### config.mk
export PLATFORM = sky130hd
export DESIGN_NAME = turbo_encoder_flat
export DESIGN_NICKNAME = d
export VERILOG_FILES = /design/src/rtl/turbo_encoder_pkg.sv /design/src/rtl/turbo_encoder_if.sv /design/src/rtl/turbo_encoder_rsc.sv /design/src/rtl/turbo_encoder.sv /design/src/flat_wrapper.sv
export SDC_FILE = /design/constraint.sdc
export NUM_CORES = 1
export LEC_CHECK = 0
export BUFFER_PORTS_ARGS = -buffer_cell sky130_fd_sc_hd__buf_2
export CORE_MARGIN = 10
export CORE_UTILIZATION = 57
export CTS_CLUSTER_DIAMETER = 80
export CTS_CLUSTER_SIZE = 25
export DETAILED_ROUTE_END_ITERATION = 8
export PLACE_DENSITY = 0.79
export SYNTH_ARGS = -nofsm -noshare
export SYNTH_HDL_FRONTEND = slang
export SYNTH_HIERARCHICAL = 1
export SYNTH_SLANG_ARGS = --single-unit
export TNS_END_PERCENT = 100
### constraint.sdc
create_clock -name clk -period 2.7 [get_ports clk]
set_input_delay 0.27 -clock clk [delete_from_list [all_inputs] [get_ports clk]]
set_output_delay 0.27 -clock clk [all_outputs]
set_load 0.005 [all_outputs]
### src/rtl/turbo_encoder_pkg.sv
// Shared definitions for the turbo link encoder and decoder.
//   state_e : encoder block FSM states
//   G0, G1  : RSC generators (octal 13 feedback, 15 parity); bit 3 is the
//             input term, bits 2..0 tap the state bits {s0, s1, s2}
//   TAIL    : termination symbols per constituent trellis
package turbo_pkg;

  typedef enum logic [1:0] {LOAD, ENCODE, TERM1, TERM2} state_e;

  localparam logic [3:0] G0 = 4'o13;
  localparam logic [3:0] G1 = 4'o15;

  localparam int unsigned TAIL = 3;

endpackage

### src/rtl/turbo_encoder_if.sv
// Bit-serial input stream and triplet output stream of the turbo encoder.
//   master : the encoder (sinks in_*, sources out_* and in_ready)
//   slave  : the surrounding environment
interface turbo_encoder_if;
  logic in_valid;
  logic in_bit;
  logic in_ready;
  logic out_valid;
  logic out_ready;
  logic out_sys;
  logic out_p1;
  logic out_p2;
  logic out_tail;
  logic out_last;

  modport master (
    input  in_valid, in_bit, out_ready,
    output in_ready, out_valid, out_sys, out_p1, out_p2, out_tail, out_last
  );

  modport slave (
    output in_valid, in_bit, out_ready,
    input  in_ready, out_valid, out_sys, out_p1, out_p2, out_tail, out_last
  );
endinterface

### src/rtl/turbo_encoder_rsc.sv
// 8-state recursive systematic convolutional encoder (13/15 octal).
//   u_i    : information bit          en_i  : advance the trellis one step
//   term_i : drive the input so feedback is zero (termination)
//   clr_i  : synchronous clear to state 0 (takes priority over en_i)
//   sys_o  : bit actually fed to the trellis  z_o : parity bit
module rsc_encoder
  import turbo_pkg::*;
(
  input  logic clk,
  input  logic rst_n,
  input  logic u_i,
  input  logic en_i,
  input  logic term_i,
  input  logic clr_i,
  output logic sys_o,
  output logic z_o
);

  // s_q = {s0, s1, s2}
  logic [2:0] s_q, s_d;
  logic       fb_taps;
  logic       f;

  always_comb begin
    fb_taps = ^(s_q & G0[2:0]);
    // During termination the input cancels the feedback taps, so f = 0.
    sys_o   = term_i ? fb_taps : u_i;
    f       = sys_o ^ fb_taps;
    z_o     = f ^ (^(s_q & G1[2:0]));
    s_d     = s_q;
    if (clr_i) begin
      s_d = '0;
    end else if (en_i) begin
      s_d = {f, s_q[2:1]};
    end
  end

  always_ff @(posedge clk or negedge rst_n) begin
    if (!rst_n) begin
      s_q <= '0;
    end else begin
      s_q <= s_d;
    end
  end

endmodule

### src/rtl/turbo_encoder.sv
// Rate-1/3 PCCC turbo encoder. Buffers K bits, then streams K systematic /
// parity-1 / parity-2 triplets (parity-2 over the QPP-interleaved block),
// followed by 3 tail triplets for each constituent encoder.
//   clk, rst_n : clock, asynchronous active-low reset
//   bus        : input bit stream and output triplet stream (master side)
module turbo_encoder
  import turbo_pkg::*;
#(
  parameter int unsigned K  = 40,
  parameter int unsigned F1 = 3,
  parameter int unsigned F2 = 10
) (
  input  logic            clk,
  input  logic            rst_n,
  turbo_encoder_if.master bus
);

  localparam int unsigned    IW     = $clog2(K);
  localparam logic [IW-1:0]  KM1    = IW'(K - 1);
  localparam logic [IW:0]    KW     = (IW + 1)'(K);
  localparam logic [IW-1:0]  G_INIT = IW'((F1 + F2) % K);
  localparam logic [IW-1:0]  G_STEP = IW'((2 * F2) % K);
  localparam logic [1:0]     T_LAST = 2'(TAIL - 1);

  state_e        state_q, state_d;
  logic [K-1:0]  buf_q;
  logic [IW-1:0] wcnt_q, wcnt_d;
  logic [IW-1:0] i_q, i_d;
  logic [IW-1:0] pi_q, pi_d;
  logic [IW-1:0] g_q, g_d;
  logic [1:0]    tcnt_q, tcnt_d;
  logic          in_ready_q, in_ready_d;
  logic          valid_q, valid_d;
  logic          sys_q, sys_d, p1_q, p1_d, p2_q, p2_d;
  logic          tail_q, tail_d, last_q, last_d;

  logic          step_en, accept, clr;
  logic          en1, en2, term1, term2;
  logic          sys1, sys2, z1, z2;
  logic [IW:0]   pi_sum, g_sum;

  rsc_encoder u_rsc1 (
    .clk    (clk),
    .rst_n  (rst_n),
    .u_i    (buf_q[i_q]),
    .en_i   (en1),
    .term_i (term1),
    .clr_i  (clr),
    .sys_o  (sys1),
    .z_o    (z1)
  );

  rsc_encoder u_rsc2 (
    .clk    (clk),
    .rst_n  (rst_n),
    .u_i    (buf_q[pi_q]),
    .en_i   (en2),
    .term_i (term2),
    .clr_i  (clr),
    .sys_o  (sys2),
    .z_o    (z2)
  );

  always_comb begin
    step_en = !valid_q || bus.out_ready;
    accept  = bus.in_valid && in_ready_q;
    // Both operands are < K, so one conditional subtract implements mod K.
    pi_sum  = {1'b0, pi_q} + {1'b0, g_q};
    g_sum   = {1'b0, g_q} + {1'b0, G_STEP};

    state_d = state_q;
    wcnt_d  = wcnt_q;
    i_d     = i_q;
    pi_d    = pi_q;
    g_d     = g_q;
    tcnt_d  = tcnt_q;
    clr     = 1'b0;
    en1     = 1'b0;
    en2     = 1'b0;
    term1   = 1'b0;
    term2   = 1'b0;
    valid_d = valid_q;
    sys_d   = sys_q;
    p1_d    = p1_q;
    p2_d    = p2_q;
    tail_d  = tail_q;
    last_d  = last_q;

    if (step_en) begin
      valid_d = 1'b0;
    end

    unique case (state_q)
      LOAD: begin
        if (accept) begin
          wcnt_d = wcnt_q + 1'b1;
          if (wcnt_q == KM1) begin
            clr     = 1'b1;
            wcnt_d  = '0;
            i_d     = '0;
            pi_d    = '0;
            g_d     = G_INIT;
            state_d = ENCODE;
          end
        end
      end
      ENCODE: begin
        if (step_en) begin
          en1     = 1'b1;
          en2     = 1'b1;
          valid_d = 1'b1;
          sys_d   = sys1;
          p1_d    = z1;
          p2_d    = z2;
          tail_d  = 1'b0;
          last_d  = 1'b0;
          pi_d    = (pi_sum >= KW) ? IW'(pi_sum - KW) : pi_sum[IW-1:0];
          g_d     = (g_sum >= KW) ? IW'(g_sum - KW) : g_sum[IW-1:0];
          if (i_q == KM1) begin
            i_d     = '0;
            tcnt_d  = '0;
            state_d = TERM1;
          end else begin
            i_d = i_q + 1'b1;
          end
        end
      end
      TERM1: begin
        if (step_en) begin
          en1     = 1'b1;
          term1   = 1'b1;
          valid_d = 1'b1;
          sys_d   = sys1;
          p1_d    = z1;
          p2_d    = 1'b0;
          tail_d  = 1'b1;
          last_d  = 1'b0;
          tcnt_d  = tcnt_q + 1'b1;
          if (tcnt_q == T_LAST) begin
            tcnt_d  = '0;
            state_d = TERM2;
          end
        end
      end
      TERM2: begin
        if (step_en) begin
          en2     = 1'b1;
          term2   = 1'b1;
          valid_d = 1'b1;
          sys_d   = sys2;
          p1_d    = 1'b0;
          p2_d    = z2;
          tail_d  = 1'b1;
          last_d  = (tcnt_q == T_LAST);
          tcnt_d  = tcnt_q + 1'b1;
          if (tcnt_q == T_LAST) begin
            tcnt_d  = '0;
            wcnt_d  = '0;
            state_d = LOAD;
          end
        end
      end
      default: state_d = LOAD;
    endcase

    // Input stays closed until the out_last beat has been taken.
    in_ready_d = (state_d == LOAD) && !valid_d;
  end

  always_ff @(posedge clk or negedge rst_n) begin
    if (!rst_n) begin
      state_q    <= LOAD;
      buf_q      <= '0;
      wcnt_q     <= '0;
      i_q        <= '0;
      pi_q       <= '0;
      g_q        <= '0;
      tcnt_q     <= '0;
      in_ready_q <= 1'b0;
      valid_q    <= 1'b0;
      sys_q      <= 1'b0;
      p1_q       <= 1'b0;
      p2_q       <= 1'b0;
      tail_q     <= 1'b0;
      last_q     <= 1'b0;
    end else begin
      state_q    <= state_d;
      wcnt_q     <= wcnt_d;
      i_q        <= i_d;
      pi_q       <= pi_d;
      g_q        <= g_d;
      tcnt_q     <= tcnt_d;
      in_ready_q <= in_ready_d;
      valid_q    <= valid_d;
      sys_q      <= sys_d;
      p1_q       <= p1_d;
      p2_q       <= p2_d;
      tail_q     <= tail_d;
      last_q     <= last_d;
      if (accept) begin
        buf_q[wcnt_q] <= bus.in_bit;
      end
    end
  end

  assign bus.in_ready  = in_ready_q;
  assign bus.out_valid = valid_q;
  assign bus.out_sys   = sys_q;
  assign bus.out_p1    = p1_q;
  assign bus.out_p2    = p2_q;
  assign bus.out_tail  = tail_q;
  assign bus.out_last  = last_q;

endmodule

### src/flat_wrapper.sv
// flat-port wrapper written by rule: the top's interface ports become plain ports
module turbo_encoder_flat import turbo_pkg::*;
#(
  parameter int unsigned K  = 40,
  parameter int unsigned F1 = 3,
  parameter int unsigned F2 = 10
)
  (clk, rst_n, bus_in_valid, bus_in_bit, bus_out_ready, bus_in_ready, bus_out_valid, bus_out_sys, bus_out_p1, bus_out_p2, bus_out_tail, bus_out_last);
  turbo_encoder_if bus_i ();
  input  logic clk;
  input  logic rst_n;
  input wire logic [$bits(bus_i.in_valid)-1:0] bus_in_valid;
  input wire logic [$bits(bus_i.in_bit)-1:0] bus_in_bit;
  input wire logic [$bits(bus_i.out_ready)-1:0] bus_out_ready;
  output wire logic [$bits(bus_i.in_ready)-1:0] bus_in_ready;
  output wire logic [$bits(bus_i.out_valid)-1:0] bus_out_valid;
  output wire logic [$bits(bus_i.out_sys)-1:0] bus_out_sys;
  output wire logic [$bits(bus_i.out_p1)-1:0] bus_out_p1;
  output wire logic [$bits(bus_i.out_p2)-1:0] bus_out_p2;
  output wire logic [$bits(bus_i.out_tail)-1:0] bus_out_tail;
  output wire logic [$bits(bus_i.out_last)-1:0] bus_out_last;
  assign bus_i.in_valid = bus_in_valid;
  assign bus_i.in_bit = bus_in_bit;
  assign bus_i.out_ready = bus_out_ready;
  assign bus_in_ready = bus_i.in_ready;
  assign bus_out_valid = bus_i.out_valid;
  assign bus_out_sys = bus_i.out_sys;
  assign bus_out_p1 = bus_i.out_p1;
  assign bus_out_p2 = bus_i.out_p2;
  assign bus_out_tail = bus_i.out_tail;
  assign bus_out_last = bus_i.out_last;
  turbo_encoder #(.K(K), .F1(F1), .F2(F2)) u_core (.clk(clk), .rst_n(rst_n), .bus(bus_i));
endmodule
==> results of run 1 <==
## power by group
part           internal (W)  leakage [nW]  switching [W]
Clock              0.000522         0.104       0.000450
Sequential          0.00158          1.05       0.000434
Combinational       0.00151          1.23        0.00159
Total               0.00361          2.38        0.00247
## state kept, by name (all words and copies together) (netlist names), 2 cells and up
signal,count
u_core/g_q,5
u_core/buf_q,40
u_core/wcnt_q,6
u_core/i_q,6
u_core/pi_q,6
u_core/u_rsc2/s_q,3
u_core/u_rsc1/s_q,3
u_core/tcnt_q,2
u_core/state_q,2
## final timing paths
check / from / end / slack (ns) / cells past startpoint
max: u_core/pi_q[0]$_DFFE_PN0P_ / u_core/u_rsc2/s_q[2]$_DFFE_PN0P_ / 0.06 / 7
min: rst_n / u_core/buf_q[17]$_DFFE_PN0P_ / 0.06 / 1
max reg2reg: u_core/pi_q[0]$_DFFE_PN0P_ / u_core/u_rsc2/s_q[2]$_DFFE_PN0P_ / 0.06 / 7
min reg2reg: u_core/bus.out_last$_DFFE_PN0P_ / u_core/bus.out_last$_DFFE_PN0P_ / 0.51 / 2
max in group asynchronous: rst_n / u_core/pi_q[0]$_DFFE_PN0P_ / 1.92 / 1
min in group clk: bus_out_ready / u_core/bus.out_p1$_DFFE_PN0P_ / 0.35 / 5
## timing repair
item / CTS / global route
hold buffers: 0 / 0
pin swaps: 0 / 3
resized for setup: 2 / 12
endpoints found under the setup margin: 3 / 5
buffers inserted: 0 / 2
cloned: 0 / 1
## critical path, delay by kind of cell (launching register included)
family                 cells  cell delay (ns)
and+or+nand+nor            1             0.54
muxes                      3             1.13
buffers and inverters      1             0.14
DFF                        1             0.43
AOI/OAI and AO/OA          2             0.30
## cells in the mapped netlist, drive strengths merged (8+ instances only)
cell type  instances  share of area (%)
mux2i             22                4.4
clkbuf            19                1.4
o21ai             27                2.7
a21oi             12                1.2
inv               15                1.1
ha                17                4.3
nor2              60                4.5
xnor2              8                1.4
a22o               8                1.4
dfrtp             80                 40
mux4              18                8.1
and2               8                1.0
mux2              41                9.3
nand2             39                2.9
nand3             12                1.2
## per-layer routing
metal  track usage (%)  vias up  routed length, um
li1                  -     1808                  -
met1             23.60     1906               5060
met2             28.94      138               5588
met3             3.045       25                593
met4             8.037        0                272
met5                 0        -                  0
## area by class of cell
cell class | instances | area share, %
Multi-Input combinational cell | 364 | 51.71
Inverter | 15 | 1.017
Clock buffer | 11 | 2.373
Tap cell | 108 | 2.441
Sequential cell | 80 | 36.20
Clock inverter | 5 | 1.469
Timing Repair Buffer | 33 | 4.791
## cells by family (layout without fill, tap and decap cells)
group	count (synthesis)	after routing	synth area share, %
xor+xnor	15	15	2.638
mux	81	81	21.83
buf+inv	39	64	3.115
simple gates	169	169	16.76
compound gates	82	82	11.20
fa+ha+maj	17	17	4.270
flops	80	80	40.19
## metrics by stage
| stage | area (um^2) | setup TNS (ns) | util (%) | cells | worst slack (ns) |
|---|---|---|---|---|---|
| after floorplan | 4981 | 0 | - | 483 | 0.04772 |
| after global placement | 5243 | 0 | 61.01 | 597 | 0.07149 |
| after detailed placement | 5243 | -0.08593 | 61.01 | 597 | -0.05381 |
| after CTS | 5460 | 0 | 63.54 | 613 | 0.04528 |
| after global routing | 5537 | -0.04262 | 64.43 | 616 | -0.02283 |
| final | 5537 | 0 | 64.43 | 616 | 0.06061 |
==> impl_metrics.tcl, run 1 <==
set metrics [dict create \
    run_status "finished clean" \
    worst_ep_required_time_ns 2.98 \
    slowest_delay_ns 0.54 \
    initialDrtViolationCount 266 \
    global_route.usage.total_pct 18.13 \
    tritoncts "built" \
    top_level_ports 12 \
    timing.clock.skew_ns 0.01043 \
    finalPower_w 0.006086 \
    worstPathCellList "buf_12 > mux4_2 > mux4_2 > mux2i_1 > o21ai_2 > or4b_1 > o221ai_2" \
    syn_nets 505 \
    crit_path_max_fanout 6 \
    first_pass_iters 5 \
    initial_utilization_pct 57.96 \
    worst_setup_sp_type "flip-flop" \
    fin_nets 525 \
    area.sequential_um2 2004 \
    dr_total_vias 3877 \
    worst_hold_slack_ns 0.06300 \
    drt_drc_violations_left 0 \
    grt_pass1_vias 3831 \
    mostFrequentLayoutCells "sky130_fd_sc_hd__dfrtp_1, sky130_fd_sc_hd__nor2_1, sky130_fd_sc_hd__mux2_2, sky130_fd_sc_hd__nand2_1, sky130_fd_sc_hd__o21ai_0" \
    routedWlPerCell_um 18.69 \
    drive_gt1_share_pct 24.41 \
    multiInputGateArea_um2 2863 \
    fillers 678 \
    design.die.area_um2 12880 \
    grt_antenna_before_repair 0 \
    cts_max_level 3 \
    layout-area-overhead-vs-synth_pct 11.15 \
    floorplan.die.height_um 113.5 \
    layout.cells.most_common "sky130_fd_sc_hd__dfrtp_1" \
    cell_with_the_largest_stage_delay_on_the_worst_path "sky130_fd_sc_hd__or4b_1" \
    antenna_left 0 \
    cts_max_path_buffers 2 \
    layout_min_cycle_time_ns 2.639 \
    yosysWarningCount 6 \
    hold_class "input port to asynchronous set/reset pin" \
    synth_async_sr_flop_share_pct 100.0 \
    root_buffer "sky130_fd_sc_hd__clkbuf_8" \
    final_hold_viol_count 0 \
    areal_power_density_over_the_cells_nw_per_um2 1099 \
    clk-insertion-delay-late_ns 0.37 \
    final_min_period_over_clock_period_pct 97.76 \
    finalSetupViolCount 0 \
    ys_seq_elements 80 \
    numPortBuffers 11 \
    worst_setup_path_end_kind "flip-flop" \
    drv_slew 0 \
    maxCapViolCount 0 \
    place_hpwl_um 8174 \
    worst-endpoint-arrival_ns 2.92 \
    tritoncts_num_sinks 80 \
    grt_remaining_overflow 0 \
    antenna_cells_inserted 0 \
    ir_drop_worst_vdd_uv 534.7 \
    timing_worst_slew_pin_value_ns 1.003 \
    detail_route.vias_per_cell 6.294 \
    syn_area_um2 4981 \
    sequential_fraction_of_the_synthesis_area_pct 40.19 \
    crit_path_frequent_cell "sky130_fd_sc_hd__mux4_2" \
    grt_first_pass_wirelength_um 19250 \
    wl_um 11510 \
    ys.flop_type "sky130_fd_sc_hd__dfrtp_1" \
    syn-mean-instance-area_um2 10.31 \
    setup.worst_path.class "flip-flop to flip-flop" \
    die-width_um 113.5 \
    yosys.cell_types.count 52 \
    timing.max_slew.rel_slack_pct 33.13 \
    cts-buffers-inserted 9 \
    power.leakage_nw 2.383 \
    synth_edf_count 0 \
    design.core.area_um2 8593 \
    place.gp.congestion 0.8635 \
    postSynthCellCount 483 \
    grt_start_max_net_pins 81 \
    placement_rows 34 \
    clock_pin_transition_on_the_worst_setup_and_hold_timing_paths_ns 0.08 \
    fmaxAchievable_mhz 378.9 \
]
(Power assumes the default switching activity.)
==> run 2, diff against run 1 <==
Settings changed: SETUP_SLACK_MARGIN set to 0.4.
==> run 2 against run 1 <==
Compared with the run above:
- clock power is 18% lower
- global-route usage is 0.91 points higher
- first-iteration DRC count is 66% higher
- combinational power is 19% higher
- largest power group unchanged
- non-clock buffer count is 18 higher
- critical endpoint is now u_core/pi_q[4]$_DFFE_PN0P_
- largest cell class unchanged
- die area stayed put
- highest routed layer unchanged
==> impl_metrics.tcl, run 2 (synthesis gave the netlist of run 1 again) <==
set metrics [dict create \
    ir_drop_worst_vdd_uv 553.9 \
    routedWlPerCell_um 19.28 \
    worstPathCellList "buf_6 > buf_6 > ha_4 > ha_4 > a211oi_4 > nor2_2 > or2_4 > ha_4 > inv_4 > a211oi_4 > a22oi_2 > mux2i_1 > a22o_1" \
    slowest_delay_ns 0.46 \
    initialDrtViolationCount 442 \
    detail_route.vias_per_cell 6.190 \
    floorplan.die.height_um 113.5 \
    first_pass_iters 5 \
    hold_class "input port to asynchronous set/reset pin" \
    global_route.usage.total_pct 19.04 \
    cts_max_level 3 \
    layout_min_cycle_time_ns 2.592 \
    design.die.area_um2 12880 \
    tritoncts_num_sinks 80 \
    crit_buf_inv 3 \
    initial_utilization_pct 57.96 \
    place_hpwl_um 8257 \
    grt_remaining_overflow 0 \
    worst-endpoint-arrival_ns 2.83 \
    timing_worst_slew_pin_value_ns 1.006 \
    worst_setup_sp_type "flip-flop" \
    layout-area-overhead-vs-synth_pct 17.41 \
    setup.worst_path.class "flip-flop to flip-flop" \
    path_delay_family "compound AO/OA/AOI/OAI gates" \
    final_hold_viol_count 0 \
    top_level_ports 12 \
    timing.max_slew.rel_slack_pct 32.94 \
    grt_pass1_vias 4024 \
    root_buffer "sky130_fd_sc_hd__clkbuf_8" \
    max_flop_register "u_core/buf_q" \
    worst_setup_path_end_kind "flip-flop" \
    tns_ns 0 \
    fmaxAchievable_mhz 385.8 \
    clk-insertion-delay-late_ns 0.35 \
    holdBufCountCts 0 \
    worst_ep_required_time_ns 2.94 \
    r2r_slack_ns 0.11 \
    crit_path_max_fanout 3 \
    cts-buffers-inserted 9 \
    drv_slew 0 \
    areal_power_density_over_the_cells_nw_per_um2 1125 \
    drive_gt1_share_pct 32.95 \
    dr_total_vias 3918 \
    fin_nets 543 \
    grt_antenna_before_repair 0 \
    post-place-ws_ns 0.04795 \
    worst_slack_ns 0.1078 \
    tritoncts "built" \
    numPortBuffers 11 \
    layout.cells.most_common "sky130_fd_sc_hd__dfrtp_1" \
    grt_setup_unrepaired "yes" \
    crit_path_frequent_cell "sky130_fd_sc_hd__ha_4" \
    final_util_pct 68.05 \
    antenna_cells_inserted 0 \
    timing.clock.skew_ns 0.01076 \
    cts_max_path_buffers 2 \
    final_min_period_over_clock_period_pct 96.01 \
    finalSetupViolCount 0 \
    wl_um 12210 \
    placement_rows 34 \
    grt_start_max_net_pins 81 \
    grt_first_pass_wirelength_um 20200 \
    fillers 634 \
    antenna_left 0 \
    design.core.area_um2 8593 \
    die-width_um 113.5 \
    clock_pin_transition_on_the_worst_setup_and_hold_timing_paths_ns 0.09 \
    run_status "finished clean" \
    place.gp.congestion 0.9085 \
    mostFrequentLayoutCells "sky130_fd_sc_hd__dfrtp_1, sky130_fd_sc_hd__nor2_1, sky130_fd_sc_hd__mux2_2, sky130_fd_sc_hd__nand2_1, sky130_fd_sc_hd__buf_4" \
    maxCapViolCount 0 \
    power.leakage_nw 2.483 \
    cell_with_the_largest_stage_delay_on_the_worst_path "sky130_fd_sc_hd__dfrtp_2" \
    max_ffs_per_register 40 \
    drt_drc_violations_left 0 \
]
[run 2: metrics by stage]
stage	power [W]	cells	cell area [um^2]	hold WS, ns
after floorplan	0.004265	483	5026	-0.02559
after global placement	0.004829	592	5226	0.4648
after detailed placement	0.004997	592	5226	0.4735
after CTS	0.006177	622	5677	0.1265
after global routing	0.007036	633	5848	0.1513
final	0.006577	633	5848	0.08663
[run 2: power breakdown]
| group | switching (W) | internal, W |
|---|---|---|
| Combinational | 0.00180 | 0.00188 |
| Sequential | 0.000516 | 0.00159 |
| Clock | 0.000440 | 0.000353 |
| Total | 0.00275 | 0.00382 |
[run 2: cell type report]
type,instances,area [um^2],area share (%)
Sequential cell,80,2008,34.34
Timing Repair Buffer,51,437.9,7.488
Clock buffer,10,137.6,2.353
Multi-Input combinational cell,364,3039,51.97
Clock inverter,5,31.28,0.5349
Tap cell,108,135.1,2.311
Inverter,15,58.81,1.006
[run 2: path summary, 6_finish.rpt]
kind,cells past startpoint,endpoint,from
worst min-delay path,1,u_core/u_rsc1/s_q[1]$_DFFE_PN0P_,rst_n
min in group clk,5,u_core/bus.out_p1$_DFFE_PN0P_,bus_out_ready
worst min register to register,2,u_core/bus.out_tail$_DFFE_PN0P_,u_core/bus.out_tail$_DFFE_PN0P_
worst max-delay path,13,u_core/pi_q[4]$_DFFE_PN0P_,u_core/pi_q[0]$_DFFE_PN0P_
worst max register to register,13,u_core/pi_q[4]$_DFFE_PN0P_,u_core/pi_q[0]$_DFFE_PN0P_
max in group asynchronous,1,u_core/pi_q[0]$_DFFE_PN0P_,rst_n
[run 2: what timing repair did]
action,4_1_cts,5_1_grt
pin swaps,17,15
endpoints found under the setup margin,9,16
gates cloned,1,0
buffers inserted,14,11
resized for setup,32,24
[run 2: per-layer routing]
layer | vias to the layer above | track usage, % | part of all wire [%]
li1 | 1825 | - | -
met1 | 1956 | 24.10 | 42
met2 | 117 | 32.04 | 51
met3 | 20 | 3.465 | 4.9
met4 | 0 | 6.261 | 1.6
met5 | - | 0 | 0
==> run 3, diff against run 2 <==
Settings changed: SYNTH_HIERARCHICAL 1 to not set.
==> run 3 against run 2 <==
Compared with the run above:
- clock power grew 21%
- clock-buffer cell count increased by 1
- global-route usage fell by 0.58 points
- register-to-register slack better by 0.16 ns
- via count grew 3.3%
- combinational power shrank 48%
- synthesized cell count increased by 5.0%
- routed wire length is 1.9% lower
- die area up 0.62%
- clock skew decreased by 0.0020 ns
- largest cell class unchanged
- largest power group unchanged
==> impl_metrics.tcl, run 3 <==
set metrics [dict create \
    run_status "finished clean" \
    grt_setup_unrepaired "yes" \
    crit_path_frequent_cell "sky130_fd_sc_hd__mux4_2" \
    routedWlPerCell_um 18.71 \
    placement_rows 34 \
    design.core.area_um2 8636 \
    max_ffs_per_register 40 \
    layout_min_cycle_time_ns 2.436 \
    design.die.area_um2 12960 \
    drv_slew 0 \
    sequential_fraction_of_the_synthesis_area_pct 39.89 \
    synth_edf_count 0 \
    final_min_period_over_clock_period_pct 90.23 \
    layout-area-overhead-vs-synth_pct 12.86 \
    setup.worst_path.class "flip-flop to flip-flop" \
    timing_worst_slew_pin_value_ns 1.020 \
    dr_total_vias 4046 \
    grt_first_pass_wirelength_um 19580 \
    worst_setup_sp_type "flip-flop" \
    timing.rr.start "u_core.pi_q[0]$_DFFE_PN0P_" \
    place_hpwl_um 8532 \
    timing.max_slew.rel_slack_pct 32.03 \
    die-width_um 113.8 \
    grt_remaining_overflow 0 \
    yosys.area.top_type_share_pct 39.89 \
    synth.top_cells.by_count "sky130_fd_sc_hd__dfrtp_1, sky130_fd_sc_hd__nand2_1, sky130_fd_sc_hd__nor2_1, sky130_fd_sc_hd__mux2_2, sky130_fd_sc_hd__o21ai_0" \
    layout.cells.most_common "sky130_fd_sc_hd__dfrtp_1" \
    use_met2_pct 29.86 \
    worst_setup_path_end_kind "flip-flop" \
    global_route.usage.total_pct 18.46 \
    antenna_left 0 \
    syn_nets 528 \
    cts-buffers-inserted 9 \
    syn_area_um2 5019 \
    finalSetupViolCount 0 \
    grt_use_met3_pct 4.042 \
    cts_max_level 3 \
    drive_gt1_share_pct 27.26 \
    areal_power_density_over_the_cells_nw_per_um2 838.5 \
    worstPathCellList "buf_6 > mux4_2 > mux4_2 > nor2_1 > a21oi_1 > o2111ai_2 > mux2i_1 > o21ai_1" \
    fin_nets 548 \
    detail_route.vias_per_cell 6.322 \
    ff2ff_path_depth 8 \
    ys.flop_type "sky130_fd_sc_hd__dfrtp_1" \
    clk-insertion-delay-late_ns 0.37 \
    yosysWarningCount 0 \
    wl_um 11970 \
    numPortBuffers 11 \
    multiInputGateArea_um2 2973 \
    final_hold_viol_count 0 \
    path_delay_family "multiplexers" \
    worst_hold_slack_ns 0.05027 \
    mostFrequentLayoutCells "sky130_fd_sc_hd__dfrtp_1, sky130_fd_sc_hd__nand2_1, sky130_fd_sc_hd__nor2_1, sky130_fd_sc_hd__mux2_2, sky130_fd_sc_hd__o21ai_0" \
    tns_ns 0 \
    synth.most_common_cell "sky130_fd_sc_hd__dfrtp_1" \
    tritoncts "built" \
    ys_seq_elements 80 \
    first_pass_iters 4 \
    cts_max_path_buffers 2 \
    tritoncts_num_sinks 80 \
    worst-endpoint-arrival_ns 2.69 \
    postSynthCellCount 507 \
    timing.clock.skew_ns 0.008786 \
    initialDrtViolationCount 348 \
    clock_pin_transition_on_the_worst_setup_and_hold_timing_paths_ns 0.09 \
    grt_pass1_vias 3894 \
    hold_class "input port to asynchronous set/reset pin" \
    worst_ep_required_time_ns 2.96 \
    initial_utilization_pct 58.11 \
    top_usage_layer "met2" \
    top_level_ports 12 \
    drt_drc_violations_left 0 \
    place.gp.congestion 0.8928 \
    layout.cell_area.non_filler_um2 5664 \
    crit_path_max_fanout 11 \
    power.leakage_nw 2.445 \
    grt_antenna_before_repair 0 \
    r2r_end "u_core.bus.out_p2$_DFFE_PN0P_" \
    maxCapViolCount 0 \
    ir_drop_worst_vdd_uv 624.1 \
    grt_start_max_net_pins 81 \
    cell_with_the_largest_stage_delay_on_the_worst_path "sky130_fd_sc_hd__mux4_2" \
    area.sequential_um2 2008 \
    floorplan.die.height_um 113.8 \
    synth_area_leaders "sky130_fd_sc_hd__dfrtp_1, sky130_fd_sc_hd__mux2_2, sky130_fd_sc_hd__mux4_2, sky130_fd_sc_hd__nand2_1, sky130_fd_sc_hd__ha_1" \
    antenna_cells_inserted 0 \
    synth_top_area_cell "sky130_fd_sc_hd__dfrtp_1" \
    met1_usage_pct 23.76 \
    r2r_slack_ns 0.26 \
    yosys.cell_types.count 60 \
    slowest_delay_ns 0.52 \
    syn-mean-instance-area_um2 9.899 \
    fmaxAchievable_mhz 410.5 \
    crit_buf_inv 1 \
    synth_async_sr_flop_share_pct 100.0 \
    fillers 660 \
    placed_area_um2 5243 \
    max_flop_register "u_core.buf_q" \
    root_buffer "sky130_fd_sc_hd__clkbuf_8" \
]
==> run 3: changes by cell type in the layout (fill, tap and decap cells not counted), moves of 4 or more <==
cell                       before  now
sky130_fd_sc_hd__nand3_1       11   20
sky130_fd_sc_hd__xnor2_1        8    3
sky130_fd_sc_hd__buf_4         32   27
sky130_fd_sc_hd__nand2_1       38   64
sky130_fd_sc_hd__a22o_1         8    3
sky130_fd_sc_hd__o221ai_2       4    0
sky130_fd_sc_hd__a21oi_1        9   18
sky130_fd_sc_hd__nor2_1        57   49
sky130_fd_sc_hd__o31ai_1        1    6
sky130_fd_sc_hd__mux4_1         0    4
sky130_fd_sc_hd__mux2i_1       21    8
sky130_fd_sc_hd__o21ai_0       21   29
==> run 3: cells by family (layout without fill, tap and decap cells) <==
family / Yosys count / in the layout / share of synthesized area [%]
XOR/XNOR: 14 / 14 / 2.443
AO/OA/AOI/OAI: 98 / 98 / 12.69
buffers and inverters: 46 / 71 / 3.740
adder cells (fa/ha/maj): 16 / 16 / 3.989
AND/OR/NAND/NOR: 182 / 182 / 16.80
multiplexers: 71 / 71 / 20.44
flip-flops: 80 / 80 / 39.89
==> run 3: through the flow <==
stage	std cells	setup slack [ns]	total power (W)	util, %
final	640	0.2637	0.004750	65.59
after global routing	640	0.1781	0.005024	65.59
after floorplan	507	0.3093	0.003122	-
after CTS	636	0.2550	0.004646	64.21
after global placement	612	0.2568	0.003525	60.71
after detailed placement	612	0.1822	0.003626	60.71
==> run 3: metal layers <==
metal	vias to the layer above	part of all wire [%]
li1	1879	-
met1	1985	43
met2	155	48
met3	27	6.1
met4	0	2.6
met5	-	0
==> run 3: timing repair <==
action                     4_1_cts  5_1_grt
hold buffers                     0        0
gates cloned                     0        0
resized for setup               10       17
setup buffers                    8        4
setup endpoints to repair        7       10
pin swaps                        8        5
==> run 3: worst max-delay path by stage <==
stage / from / endpoint / slack, ns / cells after the start
after floorplan: u_core.pi_q[0]$_DFFE_PN0P_ / u_core.pi_q[4]$_DFFE_PN0P_ / 0.31 / 10
after global placement: u_core.g_q[2]$_DFFE_PN0P_ / u_core.pi_q[4]$_DFFE_PN0P_ / 0.26 / 9
after detailed placement: u_core.g_q[2]$_DFFE_PN0P_ / u_core.pi_q[4]$_DFFE_PN0P_ / 0.18 / 9
after CTS: u_core.pi_q[0]$_DFFE_PN0P_ / u_core.pi_q[4]$_DFFE_PN0P_ / 0.25 / 10
after global routing: u_core.g_q[0]$_DFFE_PN0P_ / u_core.pi_q[4]$_DFFE_PN0P_ / 0.18 / 10
final: u_core.pi_q[0]$_DFFE_PN0P_ / u_core.bus.out_p2$_DFFE_PN0P_ / 0.26 / 8
==> run 3: final cells by class <==
type | instances | share of cell area, %
timing repair buffer | 39 | 4.860
sequential | 80 | 35.45
clock buffer | 11 | 2.673
inverter | 16 | 1.060
multi-input combinational | 381 | 52.49
tap | 108 | 2.386
clock inverter | 5 | 1.082
==> run 3: power by group <==
group / total (W) / switching (W) / internal [W]
Sequential: 0.00189 / 0.000370 / 0.00152
Combinational: 0.00190 / 0.000924 / 0.000978
Clock: 0.000957 / 0.000472 / 0.000485
Total: 0.00475 / 0.00177 / 0.00298
==> run 3: worst reg2reg max path, cell delays in order (launching register included) <==
cell,delay (ns)
sky130_fd_sc_hd__dfrtp_1,0.39
sky130_fd_sc_hd__buf_6,0.20
sky130_fd_sc_hd__mux4_2,0.53
sky130_fd_sc_hd__mux4_2,0.51
sky130_fd_sc_hd__nor2_1,0.11
sky130_fd_sc_hd__a21oi_1,0.07
sky130_fd_sc_hd__o2111ai_2,0.21
sky130_fd_sc_hd__mux2i_1,0.24
sky130_fd_sc_hd__o21ai_1,0.09
